## config.mk

```make
export PLATFORM = sky130hd
export DESIGN_NAME = branch_resolve_flat
export DESIGN_NICKNAME = d
export VERILOG_FILES = /design/src/rtl/branch_resolve_pkg.sv /design/src/rtl/branch_resolve_if.sv /design/src/rtl/branch_cond.sv /design/src/rtl/branch_resolve.sv /design/src/flat_wrapper.sv
export SDC_FILE = /design/constraint.sdc
export NUM_CORES = 1
export LEC_CHECK = 0
export CELL_PAD_IN_SITES_DETAIL_PLACEMENT = 1
export CELL_PAD_IN_SITES_GLOBAL_PLACEMENT = 1
export CORE_MARGIN = 2
export CORE_UTILIZATION = 31
export CTS_BUF_LIST = sky130_fd_sc_hd__clkbuf_8
export DETAILED_ROUTE_END_ITERATION = 7
export PLACE_DENSITY = 0.83
export SETUP_SLACK_MARGIN = 0.2
export SLEW_MARGIN = 20
export SYNTH_ARGS = -nofsm -noshare
export SYNTH_HDL_FRONTEND = slang
export SYNTH_SLANG_ARGS = --single-unit
```

## constraint.sdc

```tcl
create_clock -name clk -period 2.05 [get_ports clk]
set_clock_uncertainty 0.05 [all_clocks]
set_input_delay 0.41 -clock clk [delete_from_list [all_inputs] [get_ports clk]]
set_output_delay 0.41 -clock clk [all_outputs]
set_load 0.05 [all_outputs]
```

## src/rtl/branch_resolve_pkg.sv

```systemverilog
// branch_resolve_pkg: shared encodings and widths for the branch resolution unit
package branch_resolve_pkg;
  localparam int XLEN = 32;
  localparam int JIDX_W = 26;
  localparam int CNT_W = 3;
  typedef enum logic [2:0] {
    BR_NONE = 3'd0,
    BR_BEQ  = 3'd1,
    BR_BNE  = 3'd2,
    BR_BLEZ = 3'd3,
    BR_BGTZ = 3'd4,
    BR_BLTZ = 3'd5,
    BR_BGEZ = 3'd6,
    BR_J    = 3'd7
  } br_type_e;
  typedef enum logic {
    ST_IDLE  = 1'b0,
    ST_FLUSH = 1'b1
  } state_e;
endpackage

```

## src/rtl/branch_resolve_if.sv

```systemverilog
// branch_resolve_if: EX-side inputs and IF-side redirect/flush outputs; BRANCH_STATS_EN adds counters
interface branch_resolve_if;
  import branch_resolve_pkg::*;
  logic              stall_i;
  logic              valid_i;
  logic [2:0]        br_type_i;
  logic              zero_i;
  logic              neg_i;
  logic [XLEN-1:0]   pc_plus4_i;
  logic [XLEN-1:0]   imm_i;
  logic [JIDX_W-1:0] jidx_i;
  logic              redirect_o;
  logic [XLEN-1:0]   redirect_pc_o;
  logic              flush_o;
  logic              taken_o;
`ifdef BRANCH_STATS_EN
  logic [XLEN-1:0]   stat_resolved_o;
  logic [XLEN-1:0]   stat_taken_o;
  modport master (
    output stall_i, valid_i, br_type_i, zero_i, neg_i, pc_plus4_i, imm_i, jidx_i,
    input  redirect_o, redirect_pc_o, flush_o, taken_o, stat_resolved_o, stat_taken_o
  );
  modport slave (
    input  stall_i, valid_i, br_type_i, zero_i, neg_i, pc_plus4_i, imm_i, jidx_i,
    output redirect_o, redirect_pc_o, flush_o, taken_o, stat_resolved_o, stat_taken_o
  );
`else
  modport master (
    output stall_i, valid_i, br_type_i, zero_i, neg_i, pc_plus4_i, imm_i, jidx_i,
    input  redirect_o, redirect_pc_o, flush_o, taken_o
  );
  modport slave (
    input  stall_i, valid_i, br_type_i, zero_i, neg_i, pc_plus4_i, imm_i, jidx_i,
    output redirect_o, redirect_pc_o, flush_o, taken_o
  );
`endif
endinterface

```

## src/rtl/branch_cond.sv

```systemverilog
// branch_cond: combinational branch condition and target from subtractor flags
module branch_cond
  import branch_resolve_pkg::*;
(
  input  logic [2:0]        br_type,
  input  logic              zero,
  input  logic              neg,
  input  logic [XLEN-1:0]   pc_plus4,
  input  logic [XLEN-1:0]   imm,
  input  logic [JIDX_W-1:0] jidx,
  output logic              cond,
  output logic [XLEN-1:0]   target
);
  logic [7:0] tbl;
  // indexed by br_type: J, BGEZ, BLTZ, BGTZ, BLEZ, BNE, BEQ, NONE
  assign tbl = {1'b1, !neg, neg, !zero && !neg, zero || neg, !zero, zero, 1'b0};
  assign cond = tbl[br_type];
  assign target = (br_type == BR_J) ? {pc_plus4[31:28], jidx, 2'b00} : pc_plus4 + (imm << 2);
endmodule

```

## src/rtl/branch_resolve.sv

```systemverilog
// branch_resolve: EX-stage branch outcome, registered PC redirect and flush sequencing; BRANCH_STATS_EN adds resolve/taken counters
module branch_resolve
  import branch_resolve_pkg::*;
#(
  parameter int              FLUSH_CYCLES = 2,
  parameter logic [XLEN-1:0] PC_RESET     = 32'h0000_0000
) (
  input  logic clk,
  input  logic rst_n,
  branch_resolve_if.slave bus
);
  logic            cond;
  logic [XLEN-1:0] target;
  logic            resolve;
  state_e          st, st_n;
  logic [CNT_W-1:0] cnt, cnt_n;
  logic            redirect, redirect_n, flush, flush_n, taken, taken_n;
  logic [XLEN-1:0] pc, pc_n;
  branch_cond u_cond (
    .br_type (bus.br_type_i),
    .zero    (bus.zero_i),
    .neg     (bus.neg_i),
    .pc_plus4(bus.pc_plus4_i),
    .imm     (bus.imm_i),
    .jidx    (bus.jidx_i),
    .cond    (cond),
    .target  (target)
  );
  assign resolve = bus.valid_i && !bus.stall_i && st == ST_IDLE && bus.br_type_i != BR_NONE;
  always_comb begin
    st_n = st;
    cnt_n = cnt;
    redirect_n = redirect;
    flush_n = flush;
    taken_n = taken;
    pc_n = pc;
    if (!bus.stall_i && st == ST_IDLE) begin
      redirect_n = 1'b0;
      flush_n = 1'b0;
      if (resolve) begin
        taken_n = cond;
        if (cond) begin
          redirect_n = 1'b1;
          pc_n = target;
          flush_n = 1'b1;
          cnt_n = CNT_W'(FLUSH_CYCLES - 1);
          st_n = ST_FLUSH;
        end
      end
    end else if (!bus.stall_i) begin
      redirect_n = 1'b0;
      st_n = (cnt == '0) ? ST_IDLE : ST_FLUSH;
      flush_n = (cnt != '0);
      cnt_n = (cnt == '0) ? cnt : cnt - 1'b1;
    end
  end
  always_ff @(posedge clk or negedge rst_n) begin
    if (!rst_n) begin
      st <= ST_IDLE;
      cnt <= '0;
      redirect <= 1'b0;
      flush <= 1'b0;
      taken <= 1'b0;
      pc <= PC_RESET;
    end else begin
      st <= st_n;
      cnt <= cnt_n;
      redirect <= redirect_n;
      flush <= flush_n;
      taken <= taken_n;
      pc <= pc_n;
    end
  end
  assign bus.redirect_o = redirect;
  assign bus.redirect_pc_o = pc;
  assign bus.flush_o = flush;
  assign bus.taken_o = taken;
`ifdef BRANCH_STATS_EN
  logic [XLEN-1:0] n_res, n_tk;
  always_ff @(posedge clk or negedge rst_n) begin
    if (!rst_n) begin
      n_res <= '0;
      n_tk <= '0;
    end else if (resolve) begin
      n_res <= (&n_res) ? n_res : n_res + 1'b1;
      n_tk <= (cond && !(&n_tk)) ? n_tk + 1'b1 : n_tk;
    end
  end
  assign bus.stat_resolved_o = n_res;
  assign bus.stat_taken_o = n_tk;
`endif
endmodule

```

## src/flat_wrapper.sv

```systemverilog
// flat-port wrapper written by rule: the top's interface ports become plain ports
module branch_resolve_flat import branch_resolve_pkg::*;
#(
  parameter int              FLUSH_CYCLES = 2,
  parameter logic [XLEN-1:0] PC_RESET     = 32'h0000_0000
)
  (clk, rst_n, bus_stall_i, bus_valid_i, bus_br_type_i, bus_zero_i, bus_neg_i, bus_pc_plus4_i, bus_imm_i, bus_jidx_i, bus_redirect_o, bus_redirect_pc_o, bus_flush_o, bus_taken_o);
  branch_resolve_if bus_i ();
  input  logic clk;
  input  logic rst_n;
  input wire logic [$bits(bus_i.stall_i)-1:0] bus_stall_i;
  input wire logic [$bits(bus_i.valid_i)-1:0] bus_valid_i;
  input wire logic [$bits(bus_i.br_type_i)-1:0] bus_br_type_i;
  input wire logic [$bits(bus_i.zero_i)-1:0] bus_zero_i;
  input wire logic [$bits(bus_i.neg_i)-1:0] bus_neg_i;
  input wire logic [$bits(bus_i.pc_plus4_i)-1:0] bus_pc_plus4_i;
  input wire logic [$bits(bus_i.imm_i)-1:0] bus_imm_i;
  input wire logic [$bits(bus_i.jidx_i)-1:0] bus_jidx_i;
  output wire logic [$bits(bus_i.redirect_o)-1:0] bus_redirect_o;
  output wire logic [$bits(bus_i.redirect_pc_o)-1:0] bus_redirect_pc_o;
  output wire logic [$bits(bus_i.flush_o)-1:0] bus_flush_o;
  output wire logic [$bits(bus_i.taken_o)-1:0] bus_taken_o;
  assign bus_i.stall_i = bus_stall_i;
  assign bus_i.valid_i = bus_valid_i;
  assign bus_i.br_type_i = bus_br_type_i;
  assign bus_i.zero_i = bus_zero_i;
  assign bus_i.neg_i = bus_neg_i;
  assign bus_i.pc_plus4_i = bus_pc_plus4_i;
  assign bus_i.imm_i = bus_imm_i;
  assign bus_i.jidx_i = bus_jidx_i;
  assign bus_redirect_o = bus_i.redirect_o;
  assign bus_redirect_pc_o = bus_i.redirect_pc_o;
  assign bus_flush_o = bus_i.flush_o;
  assign bus_taken_o = bus_i.taken_o;
  branch_resolve #(.FLUSH_CYCLES(FLUSH_CYCLES), .PC_RESET(PC_RESET)) u_core (.clk(clk), .rst_n(rst_n), .bus(bus_i));
endmodule
```

---- Word level (Yosys, flattened, before mapping) ----
Index checks and enable logic that the tools add are counted.
storage, ports and cells
  logic and storage cells ................. 50
  output and inout bits ................... 35
  input port bits ......................... 99
  bits in registers ....................... 39
operators by class
  reduce and logical (&&, ||, !) cells .... 16
  equal/unequal tests ..................... 5
  mux-type cells .......................... 19
  bitwise logic cells ..................... 1
  add/subtract/negate cells ............... 2
  $lt $le $gt $ge ......................... 1
operator list
  cell                                                        number
  adder 32 bit                                                1
  2-to-1 mux 32 bit                                           1
  2-to-1 mux 3 bit                                            5
  2-to-1 mux 1 bit                                            12
  inequality test 2 x 1 -> 1 bit, second input constant       4
  AND reduction 3 bit                                         2
  nonzero test 3 bit                                          2
  logical AND 1 bit                                           5
  less-than comparator 3 x 4 -> 1 bit, second input constant  1
  AND reduction 4 bit                                         1
  binary-select mux 1 bit (select 3 bit)                      1
  == test 3 bit, second input constant                        1
  logical NOT 1 bit                                           3
  logical NOT 3 bit                                           1
  subtractor 3 x 1 -> 3 bit, second input constant            1
  AND reduction 2 bit                                         1
  logical OR 1 bit                                            1
  inverter 1 bit                                              1

---- Depth between registers and ports, before layout ----
  depth in word-level cells ............... 7
  depth in mapped cells ................... 11
  gate-level depth less buffers ........... 11

---- Cells and area by module ----
Synthesis repeated with hierarchy kept, for this count alone.
unflattened totals
  cell total of the unflattened synthesis .. 388
  area, all modules ....................... 3525.9 um^2
by module, submodules not included
  module          area each (um^2)  times used  seq. area each (um^2)  cells each
  branch_cond     1896.8            1           0.0                    282
  branch_resolve  1629.1            1           975.9                  106

---- Least setup slack after synthesis ----
Ideal clock, no wire load.
  path type ............................... input-to-reg
  from .................................... input bus_imm_i[0]
  to ...................................... register u_core.pc[26], in the netlist u_core.bus.redirect_pc_o[26]
  library setup time ...................... 0.128 ns
  data required time ...................... 1.872 ns
  stages .................................. 11
  data arrival time ....................... 2.454 ns
  setup slack ............................. -0.582 ns
  cells stage by stage .................... ha_1 > fa_1 > a211oi_1 > o21a_1 > nand4bb_1 > nand2_1 > o21ai_1 > o21ai_1 > a31oi_1 > mux2i_1 > nand3_1
between the ends
  longest elaborated chain between the ends .. 2
ends and longest elaborated chain
  element                 line                  text
  start: declaration      flat_wrapper.sv:17    input wire logic [$bits(bus_i.imm_i)-1:0] bus_imm_i;
  adder 32 bit            branch_cond.sv:18     assign target = (br_type == BR_J) ? {pc_plus4[31:28], jidx, 2'b00} : pc_plus4 + (imm << 2);
  2-to-1 mux 32 bit       branch_cond.sv:18
  end signal: assignment  branch_resolve.sv:71  pc <= pc_n;
  end: declaration        branch_resolve.sv:18  logic [XLEN-1:0] pc, pc_n;
Every way passes these cells.
A chain may end at the register's enable or synchronous reset.

---- Final worst setup path ----
  from .................................... input bus_imm_i[0]
  to ...................................... register u_core.pc[16], in the netlist u_core.bus.redirect_pc_o[16]
Same word-level chain as after synthesis.

==> metrics.txt <==
status finished, violations left; failing checks negative setup slack; worst hold path class in -> async; Die W roughly 110 um; clock slew at reported path FFs approximately 0.1 ns; Post-Synthesis Cells about 390; CP arrival approximately 2.6 ns; Finished Layout Cells 788; final setup fails 25; clk_lat worst skew roughly 0.30 ns; M3 GR Usage 0.0328; Final WS setup -0.453 ns; TritonRoute pass-1 iters 4; Slew @ Worst Pin 0.568 ns; number of buffers created by CTS 5; compound-gate portion of the synthesized area 0.273; Async SR Flop Fraction 1.00; post-DP HPWL 11100 um; ANT nets after route 0; Max Fclk between 0.3 and 0.4 GHz; startpoint type of the worst setup path input port; DR vias approximately 4300; CTS tree built; CP Capture Type flip-flop; Adder-Cell Fraction of Synth Area 0.128; Final Hold Fails 0; fraction of synthesized area in multiplexers 0.0219; sequential share of the synthesized area 0.306; n_diodes 0; worst path cell trace buf_6, ha_4, fa_2, a211oi_2, o21a_1, buf_4, o21bai_4, a31oi_4, o21bai_1, a21oi_2, xor2_1, o211ai_1; depth of the CTS H-tree 2; iteration-0 DRC count of the detailed router 202; Rel. slew slack 0.623; residual DRC count 0; pin count of the biggest net entering global routing 27; logic gate share of total power 0.638; CP required 2.16 ns; crit-path max cell delay 0.36 ns; CTS max path bufs 2; slowest CP cell fa_2; Tot GR Track Use 0.290; FP Rows 37; Switching Power 2900 uW; placed cells roughly 750; Critical Path Fanout Max 3; total gr overflow 0; syn nets 525; Clock Tree Root clkbuf_8; CTS sink cnt 39; met1 Use GR 0.320; RSZ-0062 raised after global routing true; first-pass GRT wire length 25400 um; met2 Use GR 0.542; Buffers on Ports 131; post-DR vias/cell ~5.5; Net Sw Frac 0.511; number of flops mapped to enable cells by yosys 0; YS warnings 0; Post-Syn Area per Cell between 8 and 9 um^2; Worst Setup Path Type in -> reg; leakage 0.00297 uW; largest family of logic cells by synthesized area compound AO/OA/AOI/OAI gates; Area Growth Syn to Fin 97.7%; initial antenna violation count 0; Synth Register Bits 39; max-cap violation count 0; grt peak-use layer met2; Int Pwr about 2800 uW; register area just under 1000 um^2; Synth Area in Simple Gates 0.190; fin crit share 1.22; nets 782; per-cell routed wire length 21.9 um; core region area slightly above 10000 um^2; peak supply drop 0.000516 V; hold_buf cts 0; Starting Density 0.314; filler cell count between 1000 and 1500; Die Y 106 um; ratio of cells with drive above 1 in the final layout 0.365; # IOs 134; Post-Route Utilization 0.620; distinct cell type count after synthesis 46; Primary FF master, synth dfrtp_1; Pwr Density 897 nW/um^2; Multi-input gate area 2730 um^2; full die area 11100 um^2; fin crit period 2.50 ns; XOR/XNOR share of the synthesized area 0.0576; Clk pwr share 0.122; Final Max Tran Viols 0; routability cong. 0.883; Routed WL 17300 um; sequential share of power 0.239; vias in the first global route between 4000 and 5000; Mapped Area 3190 um^2
cell usage after synthesis (2+ instances only):
cell | instances | area share
a211o_1 | 2 | 0.0055
a211oi_1 | 3 | 0.0071
a21o_1 | 16 | 0.038
a21oi_1 | 47 | 0.074
a31oi_1 | 6 | 0.012
and3_1 | 6 | 0.012
buf_1 | 2 | 0.0024
clkbuf_1 | 10 | 0.012
dfrtp_1 | 39 | 0.31
ha_1 | 31 | 0.12
inv_1 | 9 | 0.011
mux2i_1 | 7 | 0.022
nand2_1 | 59 | 0.069
nand2b_1 | 2 | 0.0039
nand3_1 | 14 | 0.022
nand4_1 | 3 | 0.0059
nor2_1 | 24 | 0.028
nor2b_1 | 5 | 0.0098
nor3_1 | 9 | 0.014
nor3b_1 | 2 | 0.0047
o211ai_1 | 3 | 0.0071
o21a_1 | 9 | 0.021
o21ai_0 | 36 | 0.056
o21ai_1 | 6 | 0.0094
o21bai_1 | 4 | 0.0094
xnor2_1 | 10 | 0.027
xor2_1 | 11 | 0.030
power groups by stage:
stage	registers (uW)	clock network [uW]	logic, uW
6_report	1360	694	3620
5_1_grt	1400	740	3790
4_1_cts	1340	687	3410
3_5_place_dp	1370	0	3410
3_3_place_gp	1340	0	3280
2_1_floorplan	2490	0	833
routing by layer:
metal,vias up,routed length [um]
met4,0,1020
met2,170,9090
met1,2150,6540
met3,72,636
met5,-,0
li1,1948,-
critical path, delay by kind of cell:
kind                     cells  cell delay [ns]
AO/OA/AOI/OAI                7             1.25
adder cells (fa/ha/maj)      2             0.52
XOR/XNOR                     1             0.20
buffers and inverters        2             0.23
state kept, by name, indices dropped and copies added (netlist names):
signal,flops
u_core.cnt,3
u_core.bus.redirect_pc_o,32
u_core.st,1
u_core.bus.taken_o,1
u_core.bus.flush_o,1
u_core.bus.redirect_o,1
cell families after synthesis:
logic type / Yosys count
AOI/OAI and AO/OA: 143
DFF: 39
and+or+nand+nor: 131
xor gates and xnor gates: 21
adders and majority gates: 32
muxes: 7
buffers and inverters: 21
metrics by stage:
step           setup TNS (ns)  instance area [um^2]  hold slack (ns)  total power, uW  setup WS (ns)
3_3_place_gp           -21.41                  5500            0.337             4620         -0.989
3_5_place_dp           -25.19                  5500            0.344             4770          -1.16
5_1_grt                 -9.48                  6320           0.0239             5930         -0.551
6_report                -7.57                  6320          0.00367             5670         -0.453
4_1_cts                 -5.17                  6110           0.0161             5440         -0.416
2_1_floorplan           -4.19                  3310           0.0644             3320         -0.373
layout make-up:
class | count | share of cell area
Tap cell | 136 | 0.0269
Timing Repair Buffer | 262 | 0.364
Sequential cell | 39 | 0.155
Clock buffer | 5 | 0.0109
Inverter | 9 | 0.00535
Multi-Input combinational cell | 334 | 0.431
Clock inverter | 3 | 0.00693
worst paths after layout:
path	startpoint	endpoint	slack, ns	depth (start not counted)
worst min-delay path	rst_n	u_core.bus.redirect_pc_o[14]	0.004	1
worst max-delay path	bus_imm_i[0]	u_core.bus.redirect_pc_o[16]	-0.45	12
worst max register to register	u_core.st	u_core.bus.redirect_pc_o[16]	0.17	7
worst min register to register	u_core.bus.flush_o	u_core.bus.flush_o	0.43	1
max in group asynchronous	rst_n	u_core.bus.redirect_pc_o[4]	1.37	2
min in group clk	u_core.bus.flush_o	u_core.bus.flush_o	0.43	1
cells in the final DEF, fill, tap and decap left out, types with 4 or more instances in the layout:
master / netlist / routed
o21ai_0: 36 / 18
mux2i_1: 7 / 7
o21ai_1: 6 / 17
buf_8: 0 / 4
buf_6: 0 / 19
xnor2_1: 10 / 4
buf_2: 0 / 8
inv_1: 9 / 8
nor2_2: 0 / 4
and3_1: 6 / 5
nor3_1: 9 / 6
a21oi_4: 0 / 4
a21oi_2: 1 / 13
buf_4: 0 / 115
nand3_1: 14 / 10
xor2_1: 11 / 9
o21ai_2: 1 / 5
nor2_1: 24 / 20
clkbuf_8: 0 / 5
a21o_1: 16 / 16
a21oi_1: 47 / 31
ha_4: 0 / 17
dfrtp_1: 39 / 39
ha_1: 31 / 14
xnor2_2: 0 / 6
nand2_1: 59 / 55
nor2b_1: 5 / 5
o21a_1: 9 / 9
dlygate4sd2_1: 0 / 52
clkdlybuf4s50_1: 0 / 58
timing repair:
action / 4_1_cts / 5_1_grt
gates resized for setup: 197 / 36
setup buffers: 27 / 7
pin swaps: 69 / 45
setup endpoints to repair: 70 / 32
(Power assumes the default switching activity.)
